**config.mk**
```make
export PLATFORM = sky130hd
export DESIGN_NAME = sram_port_arbiter
export DESIGN_NICKNAME = d
export VERILOG_FILES = /design/src/rtl/sram_port_arbiter.sv
export SDC_FILE = /design/constraint.sdc
export NUM_CORES = 1
export LEC_CHECK = 0
export CAP_MARGIN = 10
export CORE_ASPECT_RATIO = 0.5
export CORE_MARGIN = 3
export CORE_UTILIZATION = 29
export DETAILED_ROUTE_END_ITERATION = 16
export GPL_TIMING_DRIVEN = 0
export PLACE_DENSITY = 0.74
export SYNTH_ARGS = -nofsm -noshare
export SYNTH_HDL_FRONTEND = slang
export SYNTH_SLANG_ARGS = --single-unit
```
**constraint.sdc**
```tcl
create_clock -name clk -period 1.9 [get_ports clk]
set_input_delay 0.38 -clock clk [delete_from_list [all_inputs] [get_ports clk]]
set_output_delay 0.38 -clock clk [all_outputs]
set_load 0.01 [all_outputs]
```
**src/rtl/sram_port_arbiter.sv**
```systemverilog
// Round-robin arbiter sharing SRAM port 0 between two held-until-granted requesters.
// All macro pins, grants and read-return strobes are registered; rdata passes straight through.
module sram_port_arbiter #(
  parameter int unsigned ADDR_W = 4,
  parameter int unsigned DATA_W = 32
) (
  input  logic              clk,
  input  logic              reset,
  input  logic              req0,
  input  logic              we0,
  input  logic [ADDR_W-1:0] addr0,
  input  logic [DATA_W-1:0] wdata0,
  input  logic              req1,
  input  logic              we1,
  input  logic [ADDR_W-1:0] addr1,
  input  logic [DATA_W-1:0] wdata1,
  output logic              gnt0,
  output logic              gnt1,
  output logic              rvalid0,
  output logic              rvalid1,
  output logic [DATA_W-1:0] rdata,
  output logic              csb_n,
  output logic              we_n,
  output logic [ADDR_W-1:0] addr,
  output logic [DATA_W-1:0] sram_data_in,
  input  logic [DATA_W-1:0] sram_data_out,
  output logic              busy
);

  logic              csb_n_q, csb_n_d;
  logic              we_n_q, we_n_d;
  logic [ADDR_W-1:0] addr_q, addr_d;
  logic [DATA_W-1:0] din_q, din_d;
  logic              gnt0_q, gnt0_d;
  logic              gnt1_q, gnt1_d;
  logic              rvalid0_q, rvalid0_d;
  logic              rvalid1_q, rvalid1_d;
  logic              busy_q, busy_d;
  logic              prio_q, prio_d;
  logic              owner_q, owner_d;
  logic              elig0, elig1;
  logic              win0, win1;

  // Arbitration and next pin values; the granted requester is masked while it drops req
  always_comb begin
    elig0     = req0 & ~gnt0_q;
    elig1     = req1 & ~gnt1_q;
    win0      = elig0 & (~elig1 | ~prio_q);
    win1      = elig1 & (~elig0 | prio_q);

    csb_n_d   = 1'b1;
    we_n_d    = 1'b1;
    addr_d    = addr_q;
    din_d     = din_q;
    gnt0_d    = 1'b0;
    gnt1_d    = 1'b0;
    prio_d    = prio_q;
    owner_d   = owner_q;

    if (win0) begin
      csb_n_d = 1'b0;
      we_n_d  = ~we0;
      addr_d  = addr0;
      din_d   = wdata0;
      gnt0_d  = 1'b1;
      owner_d = 1'b0;
      prio_d  = 1'b1;
    end else if (win1) begin
      csb_n_d = 1'b0;
      we_n_d  = ~we1;
      addr_d  = addr1;
      din_d   = wdata1;
      gnt1_d  = 1'b1;
      owner_d = 1'b1;
      prio_d  = 1'b0;
    end

    // A read on the pins this cycle returns to its owner next cycle
    rvalid0_d = ~csb_n_q & we_n_q & ~owner_q;
    rvalid1_d = ~csb_n_q & we_n_q & owner_q;
    busy_d    = ~csb_n_d | rvalid0_d | rvalid1_d;
  end

  always_ff @(posedge clk or posedge reset) begin
    if (reset) begin
      csb_n_q   <= 1'b1;
      we_n_q    <= 1'b1;
      addr_q    <= '0;
      din_q     <= '0;
      gnt0_q    <= 1'b0;
      gnt1_q    <= 1'b0;
      rvalid0_q <= 1'b0;
      rvalid1_q <= 1'b0;
      busy_q    <= 1'b0;
      prio_q    <= 1'b0;
      owner_q   <= 1'b0;
    end else begin
      csb_n_q   <= csb_n_d;
      we_n_q    <= we_n_d;
      addr_q    <= addr_d;
      din_q     <= din_d;
      gnt0_q    <= gnt0_d;
      gnt1_q    <= gnt1_d;
      rvalid0_q <= rvalid0_d;
      rvalid1_q <= rvalid1_d;
      busy_q    <= busy_d;
      prio_q    <= prio_d;
      owner_q   <= owner_d;
    end
  end

  assign csb_n        = csb_n_q;
  assign we_n         = we_n_q;
  assign addr         = addr_q;
  assign sram_data_in = din_q;
  assign gnt0         = gnt0_q;
  assign gnt1         = gnt1_q;
  assign rvalid0      = rvalid0_q;
  assign rvalid1      = rvalid1_q;
  assign busy         = busy_q;
  assign rdata        = sram_data_out;

endmodule

```
After elaboration in Yosys (flattened, before gate mapping)
Index checks and enable logic that the tools add are counted.
W data, S select, Z words.
{"block": "totals", "register_bits": 45, "elab_cells": 48}
{"block": "classes", "muxes": 15, "bitwise": 21, "reduce_logical": 1}
{"op": "$mux W32", "count": 2}
{"op": "$mux W1", "count": 11}
{"op": "$not A1 Y1", "count": 10}
{"op": "$mux W4", "count": 2}
{"op": "$and A1 B1 Y1", "count": 7}
{"op": "$or A1 B1 Y1", "count": 4}
{"op": "$reduce_bool A2 Y1", "count": 1}

Logic depth before layout (Yosys ltp)
Gate-level depths: netlist of run 1.
{"block": "logic_depth", "depth_word": 10, "ltp_mapped": 6, "mapped_depth_nobuf": 4}

Least setup slack after synthesis of run 1
No wires, ideal clock.
{"block": "synth_path", "kind": "reg2reg", "from": "register prio_q", "to": "register addr_q[3], in the netlist addr[3]", "setup_time_ns": 0.123, "t_arrival_ns": 1.248, "required_time_ns": 1.777, "setup_slack_ns": 0.529, "path_stages_with_launch": 6, "n_path_buf": 2, "cell_sequence": "dfrtp_1 > and3b_1 > buf_6 > buf_6 > or3_1 > o221a_2"}
{"block": "synth_via", "elab_chain_len": 4, "word_cells_on_any_way": 7}
{"item": "from (decl)", "line_no": "39", "text": "logic prio_q, prio_d;"}
{"item": "from (signal assigned)", "line_no": "107", "text": "prio_q <= prio_d;"}
{"item": "$not A1 Y1", "line_no": "48", "text": "win0 = elig0 & (~elig1 | ~prio_q);"}
{"item": "$or A1 B1 Y1", "line_no": "48"}
{"item": "$and A1 B1 Y1", "line_no": "48"}
{"item": "$mux W4 or $reduce_bool A2 Y1 (tied branches)"}
{"item": "to (signal assigned)", "line_no": "100", "text": "addr_q <= addr_d;"}
{"item": "to (decl)", "line_no": "32", "text": "logic [ADDR_W-1:0] addr_q, addr_d;"}
Parallel ways exist; a longest one is shown, timed or not.
A chain may end at the register's enable or synchronous reset.

Worst setup path in the final report of run 1
{"block": "layout_path", "from": "register csb_n_q, in the netlist csb_n", "to": "output port csb_n"}
{"item": "from (decl)", "line_no": "30", "text": "logic csb_n_q, csb_n_d;"}
{"item": "from (signal assigned)", "line_no": "98", "text": "csb_n_q <= csb_n_d;"}
{"item": "to (decl)", "line_no": "22", "text": "output logic csb_n,"}
No word-level cell between the ends.

==> flow_summary.json, run 1 <==
{
  "status": "finished clean",
  "multi_input_area_um2": 731,
  "maxCapViolations": 0,
  "ys_types": 21,
  "dieArea_um2": 8800,
  "clk_path_buf_depth": 2,
  "drtIter0Drc": 80,
  "clkTransAtPathRegs_ns": 0.06,
  "timing.rr.end": "we_n$_DFF_PP1_",
  "num_rows": 21,
  "antenna_found_initial": 0,
  "reg2reg_slack_ns": 0.41,
  "yosysWarnings": 0,
  "syn_inst": 182,
  "total_power_mw": 3.74,
  "r2r_start": "gnt0$_DFF_PP0_",
  "reg2reg_depth": 6,
  "worst-slew-pin-transition_ns": 0.406,
  "path_cells": "clkdlybuf4s50_1",
  "io_buffers": 152,
  "regArea_um2": 1130,
  "critPathKind": "reg -> out",
  "syn_area_um2": 2220,
  "gp_congestion": 0.735,
  "slew_headroom": 0.730,
  "grt_pass1_vias": 2313,
  "cts_resized": 0,
  "synth_top_family_by_area": "compound AO/OA/AOI/OAI gates",
  "fin_crit_ns": 1.72,
  "wl_per_cell_um": 16.8,
  "cts.sinks": 45,
  "synth-simple-area-share": 0.131,
  "async_flop_share": 1.00,
  "ant_nets": 0,
  "critPathSlowestCell": "clkdlybuf4s50_1",
  "drive_gt1_frac": 0.274,
  "synth_compound_area_frac": 0.198,
  "cp-start-kind": "register",
  "place_area_um2": 3880,
  "ys.flop_type": "dfrtp_1",
  "firstDrtPassIters": 4,
  "dp_hpwl_mm": 5.89,
  "muxShareOfSynthArea": 0,
  "antenna_cells": 0,
  "hold_path_class": "in -> async",
  "critPathRequiredTime_ns": 1.52,
  "avgSynthCellArea_um2": 12.2,
  "wl_mm": 7.30,
  "layout_common_cells": "clkdlybuf4s50_1, dfrtp_1, or3_1, o221a_2, buf_4",
  "grt_remaining_overflow": 0,
  "core_um2": 7040,
  "path_max_fanout": 2,
  "critPathCaptureType": "output pin",
  "grt_max_degree": 33,
  "max_freq_ghz": 0.580,
  "holdWs_ns": 0.398,
  "area_growth_pct": 82.4,
  "grt_use_total": 0.167,
  "rsz0062_at_grt": "false",
  "vdd_drop_max_mv": 0.428,
  "grt_first_pass_wirelength_mm": 11.4,
  "cts_buffers": 5,
  "drcViolationCount": 0,
  "fillerInstances": 595,
  "die_x_um": 130,
  "clkLatencyLatePin_ns": 0.28,
  "synthAdderAreaFrac": 0,
  "syn_nets": 292,
  "cts_tree": "yes",
  "die_h_um": 67.9,
  "post_cts_buffers": 0,
  "fin_skew_ns": 0.00547,
  "ys_seq_area_frac": 0.508,
  "vias": 2060,
  "io_pins": 185,
  "synth_xor_area_frac": 0,
  "timing.final.crit_share": 0.907,
  "power.density_nw_per_um2": 925,
  "root_buffer": "clkbuf_16",
  "final_max_slew_viol_count": 0,
  "layout_commonest_cell": "clkdlybuf4s50_1",
  "cp_num_buf_inv": 1,
  "slowest_delay_ns": 0.54,
  "cts_hold_buf": 0,
  "ys_seq_elements": 45,
  "path_delay_family": "buffers and inverters",
  "arrival_ns": 1.34,
  "synth-edff-count": 0,
  "start_util": 0.315,
  "cts_max_level": 2,
  "hold_viol_final": 0,
  "final_area_um2": 4050,
  "via_per_inst": 4.74,
  "power.leakage_nw": 1.64,
  "final_net_count": 452,
  "setup_viol": 0
}
==> flip-flops by register name, summed over array words and instances, names as in the netlist <==
| register | cells |
|---|---|
| we_n | 1 |
| sram_data_in | 32 |
| addr | 4 |
| csb_n | 1 |
| gnt0 | 1 |
| busy | 1 |
| prio_q | 1 |
| gnt1 | 1 |
| rvalid0 | 1 |
| owner_q | 1 |
| rvalid1 | 1 |
==> layer usage <==
metal  up-vias  global-route usage  part of all wire
met5         -                   0                 0
met4         0              0.0402            0.0066
met3         4              0.0491             0.064
met2        86               0.310              0.55
met1       997               0.192              0.38
li1        973                   -                 -
==> cells by family after synthesis <==
kind of cell | Yosys count
buffers and inverters | 50
and+or+nand+nor | 47
DFF | 45
AOI/OAI and AO/OA | 40
==> worst register-to-register path, cell delays in order, from the launching register on <==
cell,delay [ns]
dfrtp_1,0.37
nand2b_4,0.16
buf_6,0.14
o21ai_4,0.26
buf_4,0.24
inv_2,0.05
a22oi_1,0.18
==> Yosys cell counts, types with 2 or more instances <==
master | number | area (um^2)
or3_1 | 36 | 225
buf_4 | 35 | 263
dfrtp_1 | 43 | 1080
nor2_1 | 3 | 11.3
buf_2 | 3 | 15.0
inv_1 | 3 | 11.3
dfstp_2 | 2 | 52.6
nand2_1 | 2 | 7.51
buf_6 | 5 | 56.3
o221a_2 | 36 | 405
nand2b_1 | 2 | 12.5
clkbuf_1 | 3 | 11.3
==> through the flow <==
| step | setup slack, ns | std cells | util | setup TNS (ns) |
|---|---|---|---|---|
| 5_1_grt | 0.137 | 435 | 0.575 | 0 |
| 3_3_place_gp | -0.456 | 426 | 0.548 | -19.76 |
| 3_5_place_dp | -0.0448 | 427 | 0.550 | -0.0632 |
| 4_1_cts | 0.165 | 435 | 0.575 | 0 |
| 6_report | 0.176 | 435 | 0.575 | 0 |
| 2_1_floorplan | 0.464 | 182 | - | 0 |
==> where the power goes <==
part	switching [mW]	internal [mW]	leakage [nW]	total (mW)
Sequential	0.135	1.19	0.505	1.33
Combinational	0.520	0.897	1.05	1.42
Clock	0.343	0.657	0.0841	1.00
Total	0.999	2.75	1.64	3.74
==> final cells by class <==
type	instances	share of cell area
Timing Repair Buffer	153	0.381
Sequential cell	45	0.279
Multi-Input combinational cell	87	0.180
Buffer	46	0.0853
Clock buffer	7	0.0352
Tap cell	92	0.0284
Clock inverter	1	0.00742
Inverter	4	0.00371
==> worst max path at each step <==
stage / to / start / slack (ns) / cells past startpoint
6_report: csb_n / csb_n$_DFF_PP1_ / 0.18 / 1
5_1_grt: csb_n / csb_n$_DFF_PP1_ / 0.14 / 1
4_1_cts: csb_n / csb_n$_DFF_PP1_ / 0.17 / 1
3_5_place_dp: we_n$_DFF_PP1_ / req0 / -0.04 / 7
3_3_place_gp: busy$_DFF_PP0_ / reset / -0.46 / 2
2_1_floorplan: addr[0]$_DFFE_PP0P_ / reset / 0.46 / 1
(Power assumes the default switching activity.)
==> run 2: changes to the inputs <==
--- a/config.mk
+++ b/config.mk
@@ -7,10 +7,11 @@
 export LEC_CHECK = 0
 export CAP_MARGIN = 10
 export CORE_ASPECT_RATIO = 0.5
-export CORE_MARGIN = 3
+export CORE_MARGIN = 2
 export CORE_UTILIZATION = 29
 export DETAILED_ROUTE_END_ITERATION = 16
 export GPL_TIMING_DRIVEN = 0
+export MAX_ROUTING_LAYER = met4
 export PLACE_DENSITY = 0.74
 export SYNTH_ARGS = -nofsm -noshare
 export SYNTH_HDL_FRONTEND = slang
==> run 2 against run 1 <==
Effect of this change:
- power up 2.7%
- sequential share of layout area down 0.15 points
- sequential power about the same
- die area down 4.4%
- non-clock buffer count unchanged
- critical path depth unchanged
- final cell count up 0.92%
- combinational power about the same
- clock skew about the same
==> flow_summary.json, run 2 (synthesis results as in run 1) <==
{
  "status": "finished clean",
  "cts_buffers": 5,
  "path_cells": "clkdlybuf4s50_1",
  "critPathKind": "reg -> out",
  "maxCapViolations": 0,
  "clkLatencyLatePin_ns": 0.28,
  "dp_hpwl_mm": 5.58,
  "max_freq_ghz": 0.580,
  "timing.final.crit_share": 0.908,
  "crit_start": "csb_n$_DFF_PP1_",
  "antenna_cells": 0,
  "vias": 2032,
  "drcViolationCount": 0,
  "wl_per_cell_um": 15.9,
  "clkPwrFrac": 0.285,
  "cts_tree": "yes",
  "grt_remaining_overflow": 0,
  "path_delay_family": "flip-flops",
  "io_pins": 185,
  "cts_max_level": 2,
  "clk_path_buf_depth": 2,
  "cp-start-kind": "register",
  "start_util": 0.301,
  "cts.sinks": 45,
  "root_buffer": "clkbuf_16",
  "total_power_mw": 3.85,
  "area_growth_pct": 83.4,
  "fin_tns_setup_ns": 0,
  "pwr-share-seq": 0.346,
  "core_um2": 7380,
  "hold_path_class": "in -> async",
  "path_max_fanout": 2,
  "power.leakage_nw": 1.65,
  "hold_viol_final": 0,
  "worst-slew-pin-transition_ns": 0.388,
  "wl_mm": 6.98,
  "slowest_delay_ns": 0.53,
  "drive_gt1_frac": 0.277,
  "layout_common_cells": "clkdlybuf4s50_1, dfrtp_1, or3_1, o221a_2, buf_4",
  "firstDrtPassIters": 4,
  "final_net_count": 452,
  "setup_viol": 0,
  "r2r_start": "gnt0$_DFF_PP0_",
  "antenna_found_initial": 0,
  "clkTransAtPathRegs_ns": 0.06,
  "ant_nets": 0,
  "grt_use_total": 0.167,
  "num_rows": 22,
  "die_h_um": 65.9,
  "cts_hold_buf": 0,
  "grt_pass1_vias": 2134,
  "vdd_drop_max_mv": 0.374,
  "drtIter0Drc": 85,
  "layout_commonest_cell": "clkdlybuf4s50_1",
  "grt_max_degree": 32,
  "cts_resized": 0,
  "fin_skew_ns": 0.00555,
  "final_max_slew_viol_count": 0,
  "grt_first_pass_wirelength_mm": 10.6,
  "critPathSlowestCell": "dfstp_2",
  "via_per_inst": 4.63,
  "p_int_mw": 2.84,
  "gp_congestion": 0.813,
  "largest_reg_flops": 32,
  "critPathCaptureType": "output pin",
  "rsz0062_at_grt": "false",
  "dieArea_um2": 8410,
  "io_buffers": 152,
  "fin_crit_ns": 1.72,
  "pwr-share-comb": 0.369,
  "power.switching_mw": 1.01,
  "slew_headroom": 0.741,
  "power.density_nw_per_um2": 945,
  "cp_num_buf_inv": 1,
  "critPathRequiredTime_ns": 1.52,
  "post_cts_buffers": 0,
  "holdWs_ns": 0.377,
  "arrival_ns": 1.34,
  "switching_share": 0.262,
  "die_x_um": 128
}
## run 2: changes by cell type in the layout (fill, tap and decap cells not counted), sizes merged
cell / previous run / this run
clkbuf: 10 / 8
bufinv: 1 / 2
clkinv: 0 / 1
## run 2: layout make-up
type,count,area [um^2]
inverter,4,15.0
fill,633,3310
clock buffer,5,125
sequential,45,1130
tap,96,120
timing repair buffer,153,1540
clock inverter,3,65.1
multi-input combinational,87,731
buffer,46,345
## run 2: per-layer routing
| layer | GRT usage | vias up | routed length [um] |
|---|---|---|---|
| li1 | - | 971 | - |
| met3 | 0.0332 | 11 | 287 |
| met4 | 0.0549 | 0 | 120 |
| met1 | 0.184 | 980 | 2750 |
| met5 | - | - | 0 |
| met2 | 0.311 | 70 | 3820 |
## run 2: power groups by stage
stage	Combinational (mW)	Sequential [mW]	Clock, mW
2_1_floorplan	0.533	1.43	0
3_3_place_gp	1.41	1.34	0
3_5_place_dp	1.43	1.35	0
4_1_cts	1.43	1.33	1.13
5_1_grt	1.51	1.36	1.18
6_report	1.42	1.33	1.10
## run 2: through the flow
stage	cell area [um^2]	setup WS [ns]	std cells	utilization
after CTS	4070	0.160	439	0.552
after global placement	3860	-0.428	430	0.523
final	4070	0.175	439	0.552
after floorplan	2220	0.464	182	-
after detailed placement	3880	-0.0429	431	0.526
after global routing	4070	0.142	439	0.552
## run 2: path summary, 6_finish.rpt
kind,slack [ns],cells past startpoint,endpoint
hold reg to reg,0.43,1,rvalid0$_DFF_PP0_
min in group clk,0.43,1,rvalid0$_DFF_PP0_
hold / removal,0.38,2,gnt1$_DFF_PP0_
max in group asynchronous,1.06,3,sram_data_in[1]$_DFFE_PP0P_
setup / recovery,0.18,1,csb_n
setup reg to reg,0.41,6,we_n$_DFF_PP1_
==> run 3: changes to the inputs <==
--- a/config.mk
+++ b/config.mk
@@ -9,6 +9,7 @@
 export CORE_ASPECT_RATIO = 0.5
 export CORE_MARGIN = 2
 export CORE_UTILIZATION = 29
+export CTS_CLUSTER_DIAMETER = 40
 export DETAILED_ROUTE_END_ITERATION = 16
 export GPL_TIMING_DRIVEN = 0
 export MAX_ROUTING_LAYER = met4
==> constraint.sdc (replaced) <==
create_clock -name clk -period 2.1 [get_ports clk]
set_input_delay 0.42 -clock clk [delete_from_list [all_inputs] [get_ports clk]]
set_output_delay 0.42 -clock clk [all_outputs]
set_load 0.01 [all_outputs]
==> results of run 3 <==
Same layout as run 2 (identical final DEF). Status: finished clean.
Among the figures that moved: setup slack after placement -0.0429 ns -> 0.117 ns; setup slack after layout 0.175 ns -> 0.335 ns; hold slack 0.377 ns -> 0.417 ns; register-to-register setup slack 0.41 ns -> 0.61 ns; total power 3.85 mW -> 3.48 mW; worst IR drop on VDD 0.374 mV -> 0.338 mV
